`src/rtl/alu_pkg.sv`:
```
// Shared opcodes, FSM states and flag bundle for the sequential ALU.
package alu_pkg;

    localparam logic [4:0] OP_ADDU = 5'b00000;
    localparam logic [4:0] OP_SUBU = 5'b00001;
    localparam logic [4:0] OP_ADD  = 5'b00010;
    localparam logic [4:0] OP_SUB  = 5'b00011;
    localparam logic [4:0] OP_AND  = 5'b00100;
    localparam logic [4:0] OP_OR   = 5'b00101;
    localparam logic [4:0] OP_XOR  = 5'b00110;
    localparam logic [4:0] OP_NOR  = 5'b00111;
    localparam logic [4:0] OP_LUI0 = 5'b01000;
    localparam logic [4:0] OP_LUI1 = 5'b01001;
    localparam logic [4:0] OP_SLTU = 5'b01010;
    localparam logic [4:0] OP_SLT  = 5'b01011;
    localparam logic [4:0] OP_SRA  = 5'b01100;
    localparam logic [4:0] OP_SRL  = 5'b01101;
    localparam logic [4:0] OP_SLL0 = 5'b01110;
    localparam logic [4:0] OP_SLL1 = 5'b01111;
    localparam logic [4:0] OP_MULU = 5'b10000;
    localparam logic [4:0] OP_DIVU = 5'b10001;

    typedef enum logic [1:0] {
        IDLE = 2'd0,
        BUSY = 2'd1,
        DONE = 2'd2
    } state_e;

    // Status flags in the order they are bundled on the result side.
    typedef struct packed {
        logic zero;
        logic carry;
        logic negative;
        logic overflow;
        logic div_zero;
        logic illegal;
    } flags_t;

    function automatic logic is_muldiv(input logic [4:0] op);
        return (op == OP_MULU) || (op == OP_DIVU);
    endfunction

endpackage

```
`src/rtl/alu_iter_muldiv.sv`:
```
// Iterative unsigned shift-add multiplier / restoring divider, one step per cycle.
module alu_iter_muldiv #(
    parameter int unsigned WIDTH = 32
) (
    input  logic             clk,
    input  logic             rst_n,
    input  logic             start,
    input  logic             is_div,
    input  logic [WIDTH-1:0] a,
    input  logic [WIDTH-1:0] b,
    output logic             done_c,
    output logic [WIDTH-1:0] lo_c,
    output logic [WIDTH-1:0] hi_c
);

    localparam int unsigned SHW = $clog2(WIDTH);

    logic [SHW-1:0]   cnt_q, cnt_d;
    logic             busy_q, busy_d;
    logic             div_q, div_d;
    logic [WIDTH-1:0] m_q, m_d;
    logic [WIDTH-1:0] hi_q, hi_d;
    logic [WIDTH-1:0] lo_q, lo_d;

    logic [WIDTH-1:0] addend;
    logic [WIDTH:0]   mul_sum;
    logic [WIDTH:0]   div_shift;
    logic [WIDTH:0]   div_diff;
    logic             div_ge;

    // hi:lo is the product accumulator (multiplier in lo) or remainder:dividend.
    always_comb begin
        cnt_d  = cnt_q;
        busy_d = busy_q;
        div_d  = div_q;
        m_d    = m_q;
        hi_d   = hi_q;
        lo_d   = lo_q;
        done_c = 1'b0;

        addend    = lo_q[0] ? m_q : '0;
        mul_sum   = {1'b0, hi_q} + {1'b0, addend};
        div_shift = {hi_q, lo_q[WIDTH-1]};
        div_diff  = div_shift - {1'b0, m_q};
        div_ge    = div_shift >= {1'b0, m_q};

        if (start) begin
            m_d    = is_div ? b : a;
            lo_d   = is_div ? a : b;
            hi_d   = '0;
            cnt_d  = '0;
            busy_d = 1'b1;
            div_d  = is_div;
        end else if (busy_q) begin
            if (div_q) begin
                hi_d = div_ge ? div_diff[WIDTH-1:0] : div_shift[WIDTH-1:0];
                lo_d = {lo_q[WIDTH-2:0], div_ge};
            end else begin
                hi_d = mul_sum[WIDTH:1];
                lo_d = {mul_sum[0], lo_q[WIDTH-1:1]};
            end
            cnt_d = cnt_q + SHW'(1);
            if (cnt_q == SHW'(WIDTH - 1)) begin
                busy_d = 1'b0;
                done_c = 1'b1;
            end
        end
    end

    // The parent registers the post-step values on the final step edge.
    assign lo_c = lo_d;
    assign hi_c = hi_d;

    always_ff @(posedge clk or negedge rst_n) begin
        if (!rst_n) begin
            cnt_q  <= '0;
            busy_q <= 1'b0;
            div_q  <= 1'b0;
            m_q    <= '0;
            hi_q   <= '0;
            lo_q   <= '0;
        end else begin
            cnt_q  <= cnt_d;
            busy_q <= busy_d;
            div_q  <= div_d;
            m_q    <= m_d;
            hi_q   <= hi_d;
            lo_q   <= lo_d;
        end
    end

endmodule

```
`src/rtl/alu_seq.sv`:
```
// Handshaked ALU: registered single-cycle ops plus iterative MULU/DIVU.
module alu_seq
    import alu_pkg::*;
#(
    parameter int unsigned WIDTH = 32
) (
    input  logic             clk,
    input  logic             rst_n,
    input  logic             in_valid,
    output logic             in_ready,
    input  logic [4:0]       op,
    input  logic [WIDTH-1:0] a,
    input  logic [WIDTH-1:0] b,
    output logic             out_valid,
    input  logic             out_ready,
    output logic [WIDTH-1:0] r,
    output logic [WIDTH-1:0] hi,
    output logic             zero,
    output logic             carry,
    output logic             negative,
    output logic             overflow,
    output logic             div_zero,
    output logic             illegal
);

    localparam int unsigned SHW  = $clog2(WIDTH);
    localparam int unsigned HALF = WIDTH / 2;

    state_e           state_q, state_d;
    logic             out_valid_q, out_valid_d;
    logic [WIDTH-1:0] r_q, r_d;
    logic [WIDTH-1:0] hi_q, hi_d;
    flags_t           flags_q, flags_d;
    logic             div_q, div_d;
    logic             bz_q, bz_d;

    logic             accept;
    logic             md_start;
    logic             md_done;
    logic             op_div;
    logic [WIDTH-1:0] md_lo;
    logic [WIDTH-1:0] md_hi;

    logic [WIDTH-1:0] alu_r;
    flags_t           alu_f;
    logic             alu_zn;
    logic [WIDTH:0]   sum;
    logic [WIDTH:0]   diff;
    logic             ltu;
    logic             ovf_add;
    logic             ovf_sub;
    logic [SHW-1:0]   sh;
    logic [SHW-1:0]   shm1;
    logic             sat;
    logic [WIDTH-1:0] sra_v;
    logic [WIDTH-1:0] srl_v;
    logic [WIDTH-1:0] sll_v;
    logic [WIDTH-1:0] rsrc;
    logic [WIDTH-1:0] lsrc;

    assign in_ready = (state_q == IDLE) || ((state_q == DONE) && out_ready);
    assign accept   = in_valid && in_ready;
    assign op_div   = (op == OP_DIVU);

    alu_iter_muldiv #(
        .WIDTH (WIDTH)
    ) u_muldiv (
        .clk    (clk),
        .rst_n  (rst_n),
        .start  (md_start),
        .is_div (op_div),
        .a      (a),
        .b      (b),
        .done_c (md_done),
        .lo_c   (md_lo),
        .hi_c   (md_hi)
    );

    // Single-cycle datapath; carry of a shift is the last bit shifted out.
    always_comb begin
        sum     = {1'b0, a} + {1'b0, b};
        diff    = {1'b0, a} - {1'b0, b};
        ltu     = diff[WIDTH];
        ovf_add = (a[WIDTH-1] == b[WIDTH-1]) && (sum[WIDTH-1] != a[WIDTH-1]);
        ovf_sub = (a[WIDTH-1] != b[WIDTH-1]) && (diff[WIDTH-1] != a[WIDTH-1]);
        sh      = a[SHW-1:0];
        shm1    = sh - SHW'(1);
        sat     = a >= WIDTH'(WIDTH);
        sra_v   = WIDTH'($signed(b) >>> sh);
        srl_v   = b >> sh;
        sll_v   = b << sh;
        rsrc    = b >> shm1;
        lsrc    = b << shm1;

        alu_r  = '0;
        alu_f  = '0;
        alu_zn = 1'b1;

        case (op)
            OP_ADDU: begin
                alu_r       = sum[WIDTH-1:0];
                alu_f.carry = sum[WIDTH];
            end
            OP_ADD: begin
                alu_r          = sum[WIDTH-1:0];
                alu_f.overflow = ovf_add;
            end
            OP_SUBU: begin
                alu_r       = diff[WIDTH-1:0];
                alu_f.carry = ltu;
            end
            OP_SUB: begin
                alu_r          = diff[WIDTH-1:0];
                alu_f.overflow = ovf_sub;
            end
            OP_AND: alu_r = a & b;
            OP_OR:  alu_r = a | b;
            OP_XOR: alu_r = a ^ b;
            OP_NOR: alu_r = ~(a | b);
            OP_LUI0, OP_LUI1: alu_r = {b[HALF-1:0], {HALF{1'b0}}};
            OP_SLT: begin
                alu_r          = {{(WIDTH-1){1'b0}}, diff[WIDTH-1] ^ ovf_sub};
                alu_f.overflow = ovf_sub;
            end
            OP_SLTU: begin
                alu_r       = {{(WIDTH-1){1'b0}}, ltu};
                alu_f.carry = ltu;
            end
            OP_SRA: begin
                if (sat) begin
                    alu_r       = {WIDTH{b[WIDTH-1]}};
                    alu_f.carry = b[WIDTH-1];
                end else begin
                    alu_r       = sra_v;
                    alu_f.carry = (sh != '0) && rsrc[0];
                end
            end
            OP_SRL: begin
                if (!sat) begin
                    alu_r       = srl_v;
                    alu_f.carry = (sh != '0) && rsrc[0];
                end
            end
            OP_SLL0, OP_SLL1: begin
                if (!sat) begin
                    alu_r       = sll_v;
                    alu_f.carry = (sh != '0) && lsrc[WIDTH-1];
                end
            end
            OP_MULU, OP_DIVU: alu_zn = 1'b0;
            default: begin
                alu_zn        = 1'b0;
                alu_f.illegal = 1'b1;
            end
        endcase

        if (alu_zn) begin
            alu_f.zero     = (alu_r == '0);
            alu_f.negative = alu_r[WIDTH-1];
        end
    end

    // Control: DONE with out_ready doubles as IDLE so results can stream.
    always_comb begin
        state_d     = state_q;
        out_valid_d = out_valid_q;
        r_d         = r_q;
        hi_d        = hi_q;
        flags_d     = flags_q;
        div_d       = div_q;
        bz_d        = bz_q;
        md_start    = 1'b0;

        case (state_q)
            IDLE, DONE: begin
                if ((state_q == DONE) && out_ready) begin
                    state_d     = IDLE;
                    out_valid_d = 1'b0;
                end
                if (accept) begin
                    if (is_muldiv(op)) begin
                        md_start    = 1'b1;
                        state_d     = BUSY;
                        out_valid_d = 1'b0;
                        div_d       = op_div;
                        bz_d        = (b == '0);
                    end else begin
                        state_d     = DONE;
                        out_valid_d = 1'b1;
                        r_d         = alu_r;
                        hi_d        = '0;
                        flags_d     = alu_f;
                    end
                end
            end
            BUSY: begin
                if (md_done) begin
                    state_d     = DONE;
                    out_valid_d = 1'b1;
                    r_d         = md_lo;
                    hi_d        = md_hi;
                    flags_d     = '0;
                    if (div_q) begin
                        flags_d.zero     = (md_lo == '0);
                        flags_d.div_zero = bz_q;
                    end else begin
                        flags_d.zero     = ({md_hi, md_lo} == '0);
                        flags_d.negative = md_hi[WIDTH-1];
                        flags_d.overflow = (md_hi != '0);
                    end
                end
            end
            default: begin
                state_d     = IDLE;
                out_valid_d = 1'b0;
            end
        endcase
    end

    always_ff @(posedge clk or negedge rst_n) begin
        if (!rst_n) begin
            state_q     <= IDLE;
            out_valid_q <= 1'b0;
            r_q         <= '0;
            hi_q        <= '0;
            flags_q     <= '0;
            div_q       <= 1'b0;
            bz_q        <= 1'b0;
        end else begin
            state_q     <= state_d;
            out_valid_q <= out_valid_d;
            r_q         <= r_d;
            hi_q        <= hi_d;
            flags_q     <= flags_d;
            div_q       <= div_d;
            bz_q        <= bz_d;
        end
    end

    assign out_valid = out_valid_q;
    assign r         = r_q;
    assign hi        = hi_q;
    assign zero      = flags_q.zero;
    assign carry     = flags_q.carry;
    assign negative  = flags_q.negative;
    assign overflow  = flags_q.overflow;
    assign div_zero  = flags_q.div_zero;
    assign illegal   = flags_q.illegal;

endmodule

```
`config.mk`:
```
export PLATFORM = sky130hd
export DESIGN_NAME = alu_seq
export DESIGN_NICKNAME = d
export VERILOG_FILES = /design/src/rtl/alu_pkg.sv /design/src/rtl/alu_iter_muldiv.sv /design/src/rtl/alu_seq.sv
export SDC_FILE = /design/constraint.sdc
export NUM_CORES = 1
export LEC_CHECK = 0
export CAP_MARGIN = 15
export CORE_UTILIZATION = 45
export DETAILED_ROUTE_END_ITERATION = 8
export GPL_TIMING_DRIVEN = 1
export MAX_ROUTING_LAYER = met4
export PLACE_DENSITY = 0.61
export SLEW_MARGIN = 25
export SYNTH_ARGS = -nofsm -noshare
export SYNTH_HDL_FRONTEND = slang
export SYNTH_HIERARCHICAL = 1
export SYNTH_SLANG_ARGS = --single-unit
export TNS_END_PERCENT = 1
```
`constraint.sdc`:
```
create_clock -name clk -period 5.4 [get_ports clk]
set_input_delay 0.81 -clock clk [delete_from_list [all_inputs] [get_ports clk]]
set_output_delay 0.81 -clock clk [all_outputs]
set_load 0.1 [all_outputs]
```
---- After elaboration in Yosys (flattened, before gate mapping) ----
Cells that the tools add are included.
storage, ports and cells
  register bits ........................... 178
  word-level logic and storage cells ...... 153
operators by class
  $add $sub $neg .......................... 6
  equality and inequality tests ........... 28
  shift operators ......................... 5
  reductions and logical operators ........ 30
  bitwise logic cells ..................... 5
  order comparisons ....................... 2
  multiplexer cells ....................... 59
operators by type and width
  cell                 number
  $mux 32              19
  $pmux 32 s12         1
  $pmux 32 s2          2
  $logic_not 32->1     3
  $add 32x32->33       2
  $logic_not 64->1     1
  $shl 32x5->32        2
  $eq 5x4->1 const B   8
  $ge 33x32->1         1
  $sub 32x32->33       1
  $and 32x32->32       1
  $ge 32x6->1 const B  1
  $not 32->32          1
  $or 32x32->32        1
  $reduce_bool 32->1   1
  $shr 32x5->1         1
  $shr 32x5->32        1
  $sshr 32x5->32       1
  $sub 32x32->32       1
  $xor 32x32->32       1
  $mux 1               22
  $eq 5x3->1 const B   4
  $mux 6               3
  $reduce_or 18->1     1
  other kinds (29)     55

---- Depth between registers and ports, before layout ----
Gate-level depths: netlist of run 1.
  word-level depth ........................ 11
  gate-level depth with buffers ........... 27

---- Cells and area by module ----
The synthesis of run 1 kept the hierarchy.
by module, submodules not included
  module           area each (um^2)  cells an instance  sequential area each (um^2)  times used
  alu_seq          15209.6           1959               1851.8                       1
  alu_iter_muldiv  9452.8            1160               2577.5                       1

---- Worst setup path after synthesis of run 1 ----
No wires, ideal clock.
  path type ............................... input to register
  start point ............................. input port a[2]
  end point ............................... register flags_q, in the netlist zero
  slack ................................... 51 ps
  buffers on the path ..................... 5
  required time ........................... 5308 ps
  library setup time ...................... 92 ps
  arrival time ............................ 5257 ps
  stages on the path ...................... 27
  path through ............................ buf_4 buf_6 buf_6 inv_1 buf_2 buf_1 ha_1 nand2b_1 o2111ai_1 a211oi_2 o31ai_2 nand2_1 nand3_1 a21oi_1 nor2_1 o21bai_1 a21oi_1 o21bai_1 fa_1 a22oi_1 o2111ai_1 a31oi_1 nand2_1 nor2_1 nand4_1 or4_1 o31ai_2
between the ends
  cells in the longest elaborated chain, start to end .. 10
  elaborated cells on any way between the ends .. 28
  those cells by class .................... add/sub (2); order compare (1); eq/ne (1); shift (3); mux (12); bitwise (5); reduce/logical (4)
ends and longest elaborated chain
  item                  line            RTL
  from (decl)           alu_seq.sv:12   input logic [WIDTH-1:0] a,
  $sub 32x32->33        alu_seq.sv:82   diff = {1'b0, a} - {1'b0, b};
  $ne 1x1->1            alu_seq.sv:85   ovf_sub = (a[WIDTH-1] != b[WIDTH-1]) && (diff[WIDTH-1] != a[WIDTH-1]);
  $logic_and 1x1->1     alu_seq.sv:85
  $xor 1x1->1           alu_seq.sv:122  alu_r = {{(WIDTH-1){1'b0}}, diff[WIDTH-1] ^ ovf_sub};
  $pmux 32 s12          alu_seq.sv:99   case (op)
  $logic_not 32->1      alu_seq.sv:158  alu_f.zero = (alu_r == '0);
  $mux 1                alu_seq.sv:157  if (alu_zn) begin
  $mux 6                alu_seq.sv:181  if (is_muldiv(op)) begin
  $mux 6                alu_seq.sv:180  if (accept) begin
  $pmux 6 s2 *          alu_seq.sv:174  case (state_q)
  to (signal assigned)  alu_seq.sv:234  flags_q <= flags_d;
  to (decl)             alu_seq.sv:33   flags_t flags_q, flags_d;
Every way passes the cells marked *; elsewhere a longest branch is shown, timed or not. The select of a mux whose other input is x is not followed.
A chain may end at the register's enable or synchronous reset.

---- Worst setup path after layout of run 1 ----
  start point ............................. register u_muldiv.m_q[6]
  end point ............................... register flags_q, in the netlist overflow
between the ends
  cells in the longest elaborated chain, start to end .. 9
  elaborated cells on any way between the ends .. 12
  those cells by class .................... add/sub (2); order compare (1); mux (8); reduce/logical (1)
ends and longest elaborated chain
  item                                       line                                          RTL
  from (decl)                                alu_iter_muldiv.sv:21                         logic [WIDTH-1:0] m_q, m_d;
  from (signal assigned)                     alu_iter_muldiv.sv:86                         m_q <= m_d;
  $mux 32, or another cell as far along      alu_iter_muldiv.sv:41                         addend = lo_q[0] ? m_q : '0;
  $add 32x32->33 or $mux 32 (tied branches)  alu_iter_muldiv.sv:42, alu_iter_muldiv.sv:56
  $mux 32 *                                  alu_iter_muldiv.sv:55                         if (div_q) begin
  $mux 32 *                                  alu_iter_muldiv.sv:54                         end else if (busy_q) begin
  $mux 32 *                                  alu_iter_muldiv.sv:47                         if (start) begin
  named net md_hi[31]                        alu_seq.sv:42                                 logic [WIDTH-1:0] md_hi;
  $reduce_bool 32->1 *                       alu_seq.sv:209                                flags_d.overflow = (md_hi != '0);
  $mux 2 *                                   alu_seq.sv:203                                if (div_q) begin
  $mux 6 *                                   alu_seq.sv:197                                if (md_done) begin
  $pmux 6 s2 *                               alu_seq.sv:174
Mark *: on every way through the listed nets, which the timed path passes. The rest lies on a longest branch. The select of a mux whose other input is x is not followed.

==> results of run 1 <==
==> cells in the final DEF (no fill, tap or decap), drive strengths merged, types with 44 or more instances in the layout <==
master	netlist	routed
mux4	83	83
a21o	54	54
o21ai	209	209
dfrtp	177	177
o211ai	48	48
a21oi	304	304
nor3	51	51
buf	86	445
ha	182	182
nand3	52	52
nor2	323	323
inv	159	166
a211oi	49	49
a31oi	53	53
mux2i	179	179
nand2	250	250
clkdlybuf4s50	0	130
nor4	44	44
xnor2	49	49
==> cell usage after synthesis, drive strengths merged (35+ instances only) <==
cell    number  area share
a211oi      49       0.016
nand2      250       0.038
mux4        83       0.077
mux2        43       0.020
o21ai      209       0.043
xnor2       49       0.017
a21o        54       0.016
ha         182       0.092
nor2       323       0.049
nor4        44       0.012
o211ai      48       0.015
nor3        51       0.011
buf         86       0.021
inv        159       0.024
a21oi      304       0.062
a31oi       53       0.013
and2        43       0.011
nand3       52       0.011
mux2i      179       0.073
clkbuf     159       0.024
a22o        35       0.012
dfrtp      177        0.18
==> worst register-to-register path, delay by kind of cell (launching register included) <==
family                   cells  cell delay, ns
buffers and inverters        6            1.07
AO/OA/AOI/OAI               10            2.22
adder cells (fa/ha/maj)      1            0.39
AND/OR/NAND/NOR              5            0.96
flip-flops                   1            0.42
==> repair_timing <==
item,4_1_cts,5_1_grt
endpoints found under the setup margin,0,2
buffers inserted,0,4
hold buffers,0,0
resized for setup,0,27
==> layout make-up <==
type	count	area, sq um
repair buffers	582	4800
fillers	5052	24000
well taps	696	871
clock inverters	14	145
inverters	163	614
diodes	14	35.0
flip-flops and latches	177	4430
clock buffers	18	429
multi-input cells	2534	18700
==> where the power goes <==
group	leakage (nW)	internal, mW	switching [mW]
sequential	2.15	1.69	0.455
combinational	10.7	3.34	5.39
clock	0.277	0.651	0.636
==> cell families after synthesis <==
logic type	Yosys count
XOR/XNOR	76
multiplexers	305
AND/OR/NAND/NOR	923
AO/OA/AOI/OAI	1043
adder cells (fa/ha/maj)	187
flip-flops	177
buffers and inverters	408
==> per-layer routing <==
layer | track usage | vias to the layer above | part of all wire
met3 | 0.166 | 430 | 0.14
met4 | 0.234 | 0 | 0.060
met1 | 0.623 | 13915 | 0.41
li1 | - | 12353 | -
met5 | - | - | 0
met2 | 0.612 | 2151 | 0.39
==> registers in the layout, indices dropped and copies added (netlist names) <==
| register | flops |
|---|---|
| r | 32 |
| div_q | 1 |
| bz_q | 1 |
| state_q | 2 |
| u_muldiv/busy_q | 1 |
| overflow | 1 |
| u_muldiv/cnt_q | 5 |
| zero | 1 |
| carry | 1 |
| u_muldiv/lo_q | 32 |
| u_muldiv/div_q | 1 |
| u_muldiv/hi_q | 32 |
| negative | 1 |
| div_zero | 1 |
| u_muldiv/m_q | 32 |
| illegal | 1 |
| hi | 32 |
==> stage by stage <==
stage               hold slack [ns]  instance area, sq um  instances   util
floorplan                     0.449                 24700       3119      -
global placement              0.460                 29200       4148  0.541
detailed placement            0.469                 29200       4148  0.541
CTS                           0.286                 29800       4180  0.551
global route                  0.316                 30000       4195  0.555
finish                        0.278                 30000       4198  0.555
==> worst min path at each step <==
| stage | slack (ns) | cells past startpoint | to |
|---|---|---|---|
| detailed placement | 0.47 | 1 | r[11] |
| CTS | 0.29 | 1 | u_muldiv/cnt_q[1] |
| global placement | 0.46 | 1 | r[28] |
| global route | 0.32 | 1 | u_muldiv/cnt_q[1] |
| floorplan | 0.45 | 2 | bz_q |
| finish | 0.28 | 1 | u_muldiv/cnt_q[1] |
==> impl_results.md, run 1 <==
- Share of layout cells above drive strength 1: 0.197
- Worst Path Arrival: 5.58 ns
- Initial DRT Pass Iterations: 7
- Chip Width: 236 um
- Overall power: 12.2 mW
- Simple logic cell fraction of the synthesized area: 0.175
- Max incr delay on CP: 0.50 ns
- Final Hold Fails: 0
- Primary FF master, synth: dfrtp_1
- Post-synthesis mux area share: 0.169
- IO Count: 145
- Initial DRC count: 4524
- Total negative slack: 0 ns
- Post-DRT Antenna Nets: 0
- DR DRC count: 0
- R2R Path End: overflow
- Number of global-route vias before repair: 26958
- Final Critical Period: 5.22 ns
- Critical Path Start Type: flip-flop
- Hpwl dp: 101000 um
- Antenna violations before repair: 12
- Synthesized netlist cell count: 3119
- Power Density: 406 nW/um^2
- H-tree levels: 4
- Post-synthesis xor/xnor area fraction: 0.0270
- Final setup fails: 0
- Pin count of the biggest net entering global routing: 101
- Max cap viols: 0
- Status: complete, no violations
- Worst-Margin Slew: 1.20 ns
- Critical path buffer and inverter count: 6
- Ys Warns: 6
- Family with the most delay on the worst path: compound AO/OA/AOI/OAI gates
- Final setup margin: 0.177 ns
- VDD IR max: 0.397 mV
- CTS root buffer: clkbuf_16
- Clock Tree Buf Depth: 2
- Mapped Area: 24700 sq um
- Mean Syn Cell Area: 7.91 sq um
- CORE AREA: 54000 sq um
- Row count: 85
- Slew HR: 0.189
- Worst Setup EP: overflow
- Max stage delay cell, worst path: o311ai_0
- Seq/Total Area, Yosys: 0.180
- CP most frequent cell: buf_4
- Tcrit/Tclk final: 0.967
- Path depth of the worst reg2reg path: 22
- Compound-Gate Fraction of Synth Area: 0.282
- Port Buf Inserts: 144
- Fin Clk Skew: 0.0194 ns
- Type of the worst setup path: flip-flop to flip-flop
- Nature of the critical path endpoint: flip-flop
- Worst hold-check path type: primary input to async pin
- Worst-path cell chain: inv_1 > ha_1 > a21oi_1 > o22ai_1 > nor2_1 > o21ai_2 > nor3_2 > o21ai_2 > a21o_2 > buf_4 > o311ai_0 > a31oi_2 > buf_4 > nor4_2 > nand4_1 > buf_4 > o21bai_1 > buf_4 > nor2_1 > a31oi_1 > buf_4 > o21ai_0
- Starting Density: 0.456
- Avg Vias per Cell: 6.87
- Slew Limit Fails: 0
- Total die area: 55700 sq um
- Via count: 28849
- Worst r2r src: u_muldiv/m_q[6]
- Ys async rst share: 1.00
- Cts bufs inserted: 17
- Synth cell types: 107
- Clock Pin Slew Worst Setup and Hold Paths: 0.08 ns
- Mean routed wirelength per cell: 30.6 um
- Clock Latency Late Sink: 0.49 ns
- GPL Wtd Cong: 1.14
- Total congestion overflow: 0
- Synth Area in Adders: 0.0964
- Sink Count: 177
- Overall die height: 236 um
- R2R setup slack: 0.18 ns
- Total stage count of the critical path: 22
- CP Launch Point: u_muldiv/m_q[6]
- Max Freq: 0.191 GHz
- Crit Path Max Fanout: 13
- Synthesis-to-finish area growth: 21.6%
- RSZ-0062 raised after global routing: true
- CTS tree: yes
- Worst path required time: 5.76 ns
- Routed WL: 128000 um
- # nets final: 3735
- Total global-route track usage: 0.467
- Main combinational cell family by area after synthesis: compound AO/OA/AOI/OAI gates
- P_leak: 13.1 nW
- EDFF count, synth: 0
- Synth Net Count: 3379
- First-pass GRT wire length: 186000 um
- Synth Register Bits: 177
- Pre-CTS setup slack: -0.479 ns
No activity file was read; power rests on OpenSTA's default activity.
==> run 2: changes to the inputs <==
--- a/config.mk
+++ b/config.mk
@@ -7,6 +7,7 @@
 export LEC_CHECK = 0
 export CAP_MARGIN = 15
 export CORE_UTILIZATION = 45
+export CTS_BUF_LIST = sky130_fd_sc_hd__clkbuf_16
 export DETAILED_ROUTE_END_ITERATION = 8
 export GPL_TIMING_DRIVEN = 1
 export MAX_ROUTING_LAYER = met4
==> impl_results.md, run 2 (synthesis gave the netlist of run 1 again) <==
- Sink Count: 177
- Initial DRT Pass Iterations: 7
- Type of the worst setup path: primary input to flip-flop
- Hpwl dp: 101000 um
- # nets final: 3735
- Final setup fails: 0
- Mean routed wirelength per cell: 30.6 um
- Slew HR: 0.189
- P_leak: 13.1 nW
- Max stage delay cell, worst path: clkdlybuf4s50_1
- Status: complete, no violations
- Via count: 28862
- Overall die height: 236 um
- CP most frequent cell: o21bai_1
- Worst-Margin Slew: 1.20 ns
- Starting Density: 0.456
- Crit Path Max Fanout: 3
- Clock Pin Slew Worst Setup and Hold Paths: 0.08 ns
- Register area: 4430 sq um
- Total negative slack: 0 ns
- H-tree levels: 4
- Worst-path cell chain: clkdlybuf4s50_1 > inv_1 > ha_1 > o21bai_1 > o2111ai_1 > a211oi_4 > o31ai_4 > nand2_2 > nand3_2 > a21oi_1 > nor2_1 > o21bai_1 > a21oi_1 > o21bai_1 > fa_1 > a22oi_2 > o2111ai_1 > a31oi_1 > nand2_1 > nor2_1 > nand4_1 > or4_4 > o31ai_2
- Initial DRC count: 4527
- Clock Tree Buf Depth: 2
- Cts bufs inserted: 17
- CORE AREA: 54000 sq um
- Total die area: 55700 sq um
- Worst r2r src: u_muldiv/m_q[6]
- Nature of the critical path endpoint: flip-flop
- Critical path buffer and inverter count: 2
- Finished Layout Cells: 4198
- Chip Width: 236 um
- Critical Path Start Type: primary input
- CTS root buffer: clkbuf_16
- Worst path required time: 5.80 ns
- Antenna violations before repair: 12
- Max cap viols: 0
- Pin count of the biggest net entering global routing: 101
- Row count: 85
- Multi-input logic area: 18700 sq um
- CTS tree: yes
- Clock Latency Late Sink: 0.49 ns
- IO Count: 145
- Share of layout cells above drive strength 1: 0.197
- Synthesis-to-finish area growth: 21.6%
- Total congestion overflow: 0
- Fillers: 5052
- Total global-route track usage: 0.467
- Avg Vias per Cell: 6.88
- CP Launch Point: b[1]
- Power Density: 406 nW/um^2
- Final Critical Period: 5.20 ns
- Post-DRT Antenna Nets: 0
- VDD IR max: 0.396 mV
- Most common cell after layout, fill and taps aside: buf_4
- Routed WL: 128000 um
- Tcrit/Tclk final: 0.964
- Family with the most delay on the worst path: compound AO/OA/AOI/OAI gates
- First-pass GRT wire length: 186000 um
- Port Buf Inserts: 144
- Most frequent cells in the layout: buf_4, nor2_1, a21oi_1, nand2_1, o21ai_0
- Overall power: 12.2 mW
- DR DRC count: 0
- GPL Wtd Cong: 1.14
- Max Freq: 0.192 GHz
- Number of global-route vias before repair: 26958
- Worst Path Arrival: 5.60 ns
- RSZ-0062 raised after global routing: true
- Fin Clk Skew: 0.0190 ns
- Slew Limit Fails: 0
- Worst hold-check path type: primary input to async pin
- Max incr delay on CP: 0.50 ns
- DP Cell Count: 4148
- Final Hold Fails: 0
-- run 2: power by group --
| group | switching, mW | leakage, nW | internal [mW] |
|---|---|---|---|
| registers | 0.455 | 2.15 | 1.69 |
| logic | 5.39 | 10.7 | 3.34 |
| clock network | 0.637 | 0.281 | 0.649 |
| total | 6.48 | 13.1 | 5.68 |
-- run 2: area by class of cell --
class / instances / area share
clock buffer: 17 / 0.0142
antenna: 14 / 0.00117
tap: 696 / 0.0290
clock inverter: 15 / 0.00497
timing repair buffer: 582 / 0.160
multi-input combinational: 2534 / 0.622
sequential: 177 / 0.148
inverter: 163 / 0.0205
-- run 2: routing by layer --
layer / GRT usage / wire length, um
met1: 0.623 / 52600
met4: 0.234 / 7680
met2: 0.612 / 50200
met5: - / 0
met3: 0.166 / 17900
-- run 2: worst reg2reg max path, cell delays in order, from the launching register on --
cell and delay (ns):
dfrtp_1 0.42, inv_1 0.07, ha_1 0.39, a21oi_1 0.21, o22ai_1 0.11, nor2_1 0.31, o21ai_2 0.18, nor3_2 0.26
o21ai_2 0.14, a21o_2 0.39, buf_4 0.24, o311ai_0 0.48, a31oi_2 0.06, buf_4 0.19, nor4_2 0.20, nand4_1 0.14
buf_4 0.19, o21bai_1 0.28, buf_4 0.20, nor2_1 0.04, a31oi_1 0.29, buf_4 0.17, o21ai_0 0.08
-- run 2: final timing paths --
| path | end | slack (ns) | depth (start not counted) |
|---|---|---|---|
| min in group clk | r[1] | 0.48 | 2 |
| max reg2reg | overflow | 0.20 | 22 |
| max in group asynchronous | hi[12] | 3.94 | 2 |
| max | zero | 0.20 | 23 |
| min reg2reg | r[1] | 0.48 | 2 |
| min | u_muldiv/cnt_q[1] | 0.28 | 1 |
-- run 2: timing repair --
action                                  in CTS  in global routing
setup buffers                                0                  4
hold buffers                                 0                  0
endpoints found under the setup margin       0                  2
resized for setup                            0                 27
-- run 2: stage by stage --
stage	cell area [sq um]	utilization	setup slack, ns	hold WS, ns
after global routing	30000	0.555	-0.0140	0.315
after CTS	29800	0.551	0.0145	0.286
after floorplan	24700	-	0.0510	0.449
final	30000	0.555	0.197	0.276
after detailed placement	29200	0.541	-0.479	0.469
after global placement	29200	0.541	-0.342	0.460
